**config.mk**
```make
export PLATFORM = sky130hd
export DESIGN_NAME = sar_cmp_top
export DESIGN_NICKNAME = d
export VERILOG_FILES = /design/src/rtl/sar_search_10_pkg.sv /design/src/rtl/sar_search_10_if.sv /design/src/rtl/sar_search_10_comp.sv /design/src/rtl/sar_search_10_wrap.sv /design/src/rtl/sar_search_10.sv
export SDC_FILE = /design/constraint.sdc
export NUM_CORES = 1
export LEC_CHECK = 0
export CORE_ASPECT_RATIO = 1.4
export CORE_MARGIN = 2
export CORE_UTILIZATION = 50
export DETAILED_ROUTE_END_ITERATION = 6
export PLACE_DENSITY = 0.83
export SETUP_SLACK_MARGIN = 0.4
export SKIP_LAST_GASP = 1
export SLEW_MARGIN = 20
export SYNTH_ARGS = -nofsm -noshare
export SYNTH_HDL_FRONTEND = slang
export SYNTH_SLANG_ARGS = --single-unit
```
**constraint.sdc**
```tcl
create_clock -name clk -period 5 [get_ports clk]
set_input_delay 0.5 -clock clk [delete_from_list [all_inputs] [get_ports clk]]
set_output_delay 0.5 -clock clk [all_outputs]
set_load 0.1 [all_outputs]
```
**src/rtl/sar_search_10_pkg.sv**
```systemverilog
// Shared types and constants for the 10-bit successive-approximation search engine
// and the magnitude comparator it queries.
package sar_search_10_pkg;

  localparam int ALU_W  = 10;

  // Bit positions inside the 3-bit one-hot comparator result
  localparam int CMP_EQ = 0;
  localparam int CMP_GT = 1;
  localparam int CMP_LT = 2;

  typedef enum logic [1:0] {
    SAR_IDLE,
    SAR_SEARCH,
    SAR_DONE
  } sar_state_t;

endpackage

```
**src/rtl/sar_search_10_if.sv**
```systemverilog
// Query/result bundle between the SAR search engine (slave) and whoever
// supplies start and the comparator verdict (master).
interface sar_search_10_if
  import sar_search_10_pkg::*;
#(
  parameter int WIDTH = ALU_W
);

  logic             start;
  logic [2:0]       cmp_in;
  logic [WIDTH-1:0] trial;
  logic [WIDTH-1:0] result;
  logic             busy;
  logic             done;
  logic             err;

  modport master (
    output start, cmp_in,
    input  trial, result, busy, done, err
  );

  modport slave (
    input  start, cmp_in,
    output trial, result, busy, done, err
  );

endinterface

```
**src/rtl/sar_search_10_comp.sv**
```systemverilog
// Combinational magnitude comparator producing the one-hot eq/gt/lt verdict
// consumed by the SAR search engine (a = trial, b = target).
module comp_10
  import sar_search_10_pkg::*;
#(
  parameter int WIDTH = ALU_W
) (
  input  logic [WIDTH-1:0] a_i,
  input  logic [WIDTH-1:0] b_i,
  output logic [2:0]       cmp_o
);

  always_comb begin
    cmp_o         = '0;
    cmp_o[CMP_EQ] = (a_i == b_i);
    cmp_o[CMP_GT] = (a_i >  b_i);
    cmp_o[CMP_LT] = (a_i <  b_i);
  end

endmodule

```
**src/rtl/sar_search_10_wrap.sv**
```systemverilog
// Integration wrapper: SAR search engine closed around comp_10 so that only the
// target value needs to be supplied from outside.
module sar_cmp_top
  import sar_search_10_pkg::*;
#(
  parameter int WIDTH = ALU_W
) (
  input  logic             clk,
  input  logic             rst_n,
  input  logic             start_i,
  input  logic [WIDTH-1:0] target_i,
  output logic [WIDTH-1:0] trial_o,
  output logic [WIDTH-1:0] result_o,
  output logic             busy_o,
  output logic             done_o,
  output logic             err_o
);

  sar_search_10_if #(.WIDTH(WIDTH)) sarBus ();

  assign sarBus.start = start_i;

  comp_10 #(.WIDTH(WIDTH)) u_comp (
    .a_i   (sarBus.trial),
    .b_i   (target_i),
    .cmp_o (sarBus.cmp_in)
  );

  sar_search_10 #(.WIDTH(WIDTH)) u_sar (
    .clk   (clk),
    .rst_n (rst_n),
    .bus   (sarBus)
  );

  assign trial_o  = sarBus.trial;
  assign result_o = sarBus.result;
  assign busy_o   = sarBus.busy;
  assign done_o   = sarBus.done;
  assign err_o    = sarBus.err;

endmodule

```
**src/rtl/sar_search_10.sv**
```systemverilog
// Successive-approximation search: resolves an unknown target one bit per cycle, MSB first.
// Optional macro SAR_EARLY_EXIT_EN finishes the search as soon as the comparator reports eq.
module sar_search_10
  import sar_search_10_pkg::*;
#(
  parameter int WIDTH = ALU_W,
  parameter int CNT_W = 4
) (
  input  logic           clk,
  input  logic           rst_n,
  sar_search_10_if.slave bus
);

  sar_state_t       state_q, state_d;
  logic [WIDTH-1:0] trial_q, trial_d;
  logic [WIDTH-1:0] result_q, result_d;
  logic [CNT_W-1:0] idx_q, idx_d;
  logic             err_q, err_d;

  logic             cmpValid;
  logic [WIDTH-1:0] bitMask;
  logic [WIDTH-1:0] stepTrial;

  always_ff @(posedge clk or negedge rst_n) begin
    if (!rst_n) begin
      state_q  <= SAR_IDLE;
      trial_q  <= '0;
      result_q <= '0;
      idx_q    <= '0;
      err_q    <= 1'b0;
    end else begin
      state_q  <= state_d;
      trial_q  <= trial_d;
      result_q <= result_d;
      idx_q    <= idx_d;
      err_q    <= err_d;
    end
  end

  // bitMask selects the bit under test; stepTrial is the trial with that bit resolved
  assign cmpValid  = $onehot(bus.cmp_in);
  assign bitMask   = {{(WIDTH-1){1'b0}}, 1'b1} << idx_q;
  assign stepTrial = bus.cmp_in[CMP_GT] ? (trial_q & ~bitMask) : trial_q;

  always_comb begin
    state_d  = state_q;
    trial_d  = trial_q;
    result_d = result_q;
    idx_d    = idx_q;
    err_d    = err_q;

    unique case (state_q)
      SAR_IDLE: begin
        if (bus.start) begin
          state_d = SAR_SEARCH;
          trial_d = {1'b1, {(WIDTH-1){1'b0}}};
          idx_d   = CNT_W'(WIDTH - 1);
          err_d   = 1'b0;
        end
      end

      SAR_SEARCH: begin
        if (!cmpValid) begin
          err_d    = 1'b1;
          result_d = trial_q & ~bitMask;
          state_d  = SAR_DONE;
`ifdef SAR_EARLY_EXIT_EN
        end else if (bus.cmp_in[CMP_EQ]) begin
          result_d = trial_q;
          state_d  = SAR_DONE;
`endif
        end else if (idx_q != '0) begin
          trial_d = stepTrial | (bitMask >> 1);
          idx_d   = idx_q - CNT_W'(1);
        end else begin
          trial_d  = stepTrial;
          result_d = stepTrial;
          state_d  = SAR_DONE;
        end
      end

      SAR_DONE: begin
        state_d = SAR_IDLE;
      end

      default: begin
        state_d = SAR_IDLE;
      end
    endcase
  end

  assign bus.trial  = trial_q;
  assign bus.result = result_q;
  assign bus.busy   = (state_q == SAR_SEARCH);
  assign bus.done   = (state_q == SAR_DONE);
  assign bus.err    = err_q;

endmodule
```
==> results by group <==
Global routing
  • Initial antenna violation count: 0
  • Total global routing overflow: 0
  • Largest net degree at the start of global routing: 28
  • Vias in the first global route: 1405
  • First-pass GRT wire length: approximately 6500 um
  • GRT Total Usage: 0.223

STA
  • Fmax: 308 MHz
  • RSZ-0062 raised after global routing: false
  • Slew HR: 0.345
  • Fin. max-slew vios: 0
  • Period utilisation layout: 0.649
  • Period minus WS final: 3.25 ns
  • Fin. Hold Viols: 0
  • Final setup fails: 0
  • Worst clock skew: approximately 0.0026 ns
  • Slew of the pin with the lowest slew margin: 0.979 ns
  • Setup Total Neg Slack: 0 ns

Cells and area
  • Fill count: 294
  • Share of post-route cells with drive strength above 1: 0.0670
  • Area delta synth->final: 24.9%
  • Final #Nets: around 240
  • Final std cells w/o fill: 249
  • Cell area after layout: 2110 um2
  • Antenna Diode Count: 0

CTS
  • Root Driver: clkbuf_8
  • Post-cts hold buffer count: 0
  • Skew-Pair Late Insertion Delay: approximately 0.27 ns
  • CTS tree: built
  • Sink Count: 27
  • Clk slew on worst S/H paths: 0.09 ns
  • Num CTS Buffers: 3
  • Number of setup buffers added after CTS: 0
  • Post-CTS sizing: 0
  • H-tree levels: 1
  • Maximum clock path buffer count: 2

Worst setup path
  • CP max FO: 16
  • Setup CP Type: register to output port
  • Reg2Reg Depth: 6
  • FF-to-FF setup slack: between 2 and 2.5 ns
  • Worst r2r src: u_sar.bus.trial[7]
  • CP required: between 4 and 5 ns
  • Worst EP arrival: 2.75 ns
  • Reg2reg end: u_sar.idx_q[3]
  • CP Capture Type: output port
  • Setup crit start kind: register
  • Setup crit start: u_sar.state_q[1]

Logic synthesis
  • Syn Nets: 204
  • Syn Std Cell Area: 1690 um2
  • Post-synthesis instance total: approximately 180
  • Number of synthesized flops with an enable pin: 0
  • Async set or reset register ratio after synthesis: 1.00
  • Seq cells post-synth: 27
  • Main flop type after synthesis: dfrtp_1
  • Sequential cell area fraction in the yosys report: 0.400
  • Synth unique cells: 35
  • Synthesized area per cell: 9.60 um2
  • Syn. warnings: 0

Placed design
  • Dpl cell area: about 2100 um2
  • GP Congestion: 0.842
  • DP HPWL: between 2000 and 3000 um
  • IO Port Bufs: 35
  • Placed Cells incl. Taps: approximately 250

Route
  • DR vias/cell: approximately 6
  • Drt pass-1 iters: 4
  • Vias: 1485
  • Antenna Violating Nets Remaining: 0
  • Routed wire length: approximately 4000 um
  • DRC Markers: 0
  • Drt wl/cell: ~16 um
  • Initial DRC Count: 63

Status
  • Status: complete, no violations

Worst hold path
  • Hold path cells: 1
  • Hold crit path type: register to register
  • Worst hold start: u_sar.bus.result[8]
  • Hold Path Sink: u_sar.bus.result[8]

Flow run
  • Max-cap violation count: 0

Floorplanning
  • Area of the die: 3870 um2
  • Initial Util: 0.510
  • I/O Pins: 36
  • Num rows: 25
  • Die height: 72.8 um
  • Core Region: 3320 um2
  • Die outline width: between 50 and 60 um
layout by cell type (no fill, tap or decap), types with 2 or more instances in the layout:
| cell type | n |
|---|---|
| nand2_1 | 18 |
| a21oi_1 | 6 |
| a221oi_1 | 4 |
| a32o_1 | 2 |
| a311oi_1 | 3 |
| buf_4 | 2 |
| nand2b_1 | 2 |
| nand4_1 | 3 |
| clkdlybuf4s50_1 | 35 |
| dfrtp_1 | 27 |
| o311ai_0 | 10 |
| a211oi_1 | 14 |
| o21ai_0 | 11 |
| xor2_1 | 2 |
| ha_1 | 15 |
| or3_1 | 2 |
| nor2b_1 | 3 |
| inv_1 | 20 |
| o31ai_1 | 5 |
| nor2_1 | 5 |
| clkbuf_8 | 3 |
| mux2i_1 | 3 |
worst max-delay path: stages, from the launching register on:
cell	delay (ns)
dfrtp_1	0.37
nand2b_1	0.40
clkinv_1	0.57
clkdlybuf4s50_1	1.13
state kept, by name (all words and copies together) (netlist names):
register and count:
u_sar.bus.err 1, u_sar.idx_q 4, u_sar.bus.trial 10, u_sar.bus.result 10
u_sar.state_q 2
layer usage:
| metal | up-vias | routed length [um] | GRT usage |
|---|---|---|---|
| met5 | - | 0 | 0 |
| met4 | 0 | 83 | 0.108 |
| met3 | 8 | 284 | 0.0164 |
| met2 | 76 | 2060 | 0.358 |
| met1 | 677 | 1600 | 0.301 |
| li1 | 724 | - | - |
layout make-up:
cell class	count	area, um2	share of cell area
multi-input combinational	119	892	0.422
tap	40	50.0	0.0237
timing repair buffer	37	365	0.173
clock buffer	3	41.3	0.0195
sequential	27	676	0.320
clock inverter	1	5.00	0.00237
inverter	22	82.6	0.0391
stage by stage:
stage / utilization / worst slack, ns / hold slack (ns)
2_1_floorplan: - / 2.02 / 0.204
6_report: 0.637 / 1.75 / 0.502
4_1_cts: 0.637 / 1.79 / 0.505
5_1_grt: 0.637 / 1.66 / 0.526
3_5_place_dp: 0.623 / 1.66 / 0.472
3_3_place_gp: 0.623 / 1.72 / 0.473
kinds of logic after synthesis:
group	count (synthesis)	synth area share
DFF	27	0.400
and+or+nand+nor	40	0.128
xor gates and xnor gates	2	0.0104
adders and majority gates	15	0.111
muxes	4	0.0244
AOI/OAI and AO/OA	58	0.254
buffers and inverters	30	0.0725
cell usage after synthesis (2+ instances only):
master / n / area (um2)
dfrtp_1: 27 / 676
inv_1: 20 / 75.1
nand2_1: 18 / 67.6
ha_1: 15 / 188
a211oi_1: 14 / 105
o21ai_0: 11 / 55.1
o311ai_0: 10 / 87.6
a21oi_1: 6 / 30.0
clkbuf_1: 5 / 18.8
nor2_1: 5 / 18.8
o31ai_1: 5 / 37.5
a221oi_1: 4 / 35.0
a311oi_1: 3 / 26.3
mux2i_1: 3 / 30.0
nand4_1: 3 / 18.8
nor2b_1: 3 / 18.8
a32o_1: 2 / 20.0
buf_2: 2 / 10.0
nand2b_1: 2 / 12.5
or3_1: 2 / 12.5
xor2_1: 2 / 17.5
worst max path at each step:
stage	endpoint	slack [ns]	depth (start not counted)
floorplan	u_sar.bus.result[4]	2.02	9
global placement	u_sar.idx_q[3]	1.72	8
detailed placement	u_sar.idx_q[3]	1.66	8
CTS	busy_o	1.79	3
global route	busy_o	1.66	3
finish	busy_o	1.75	3
Power is not shown: default switching activity piles up to over one toggle a cycle in this logic, so the estimate is an artifact.
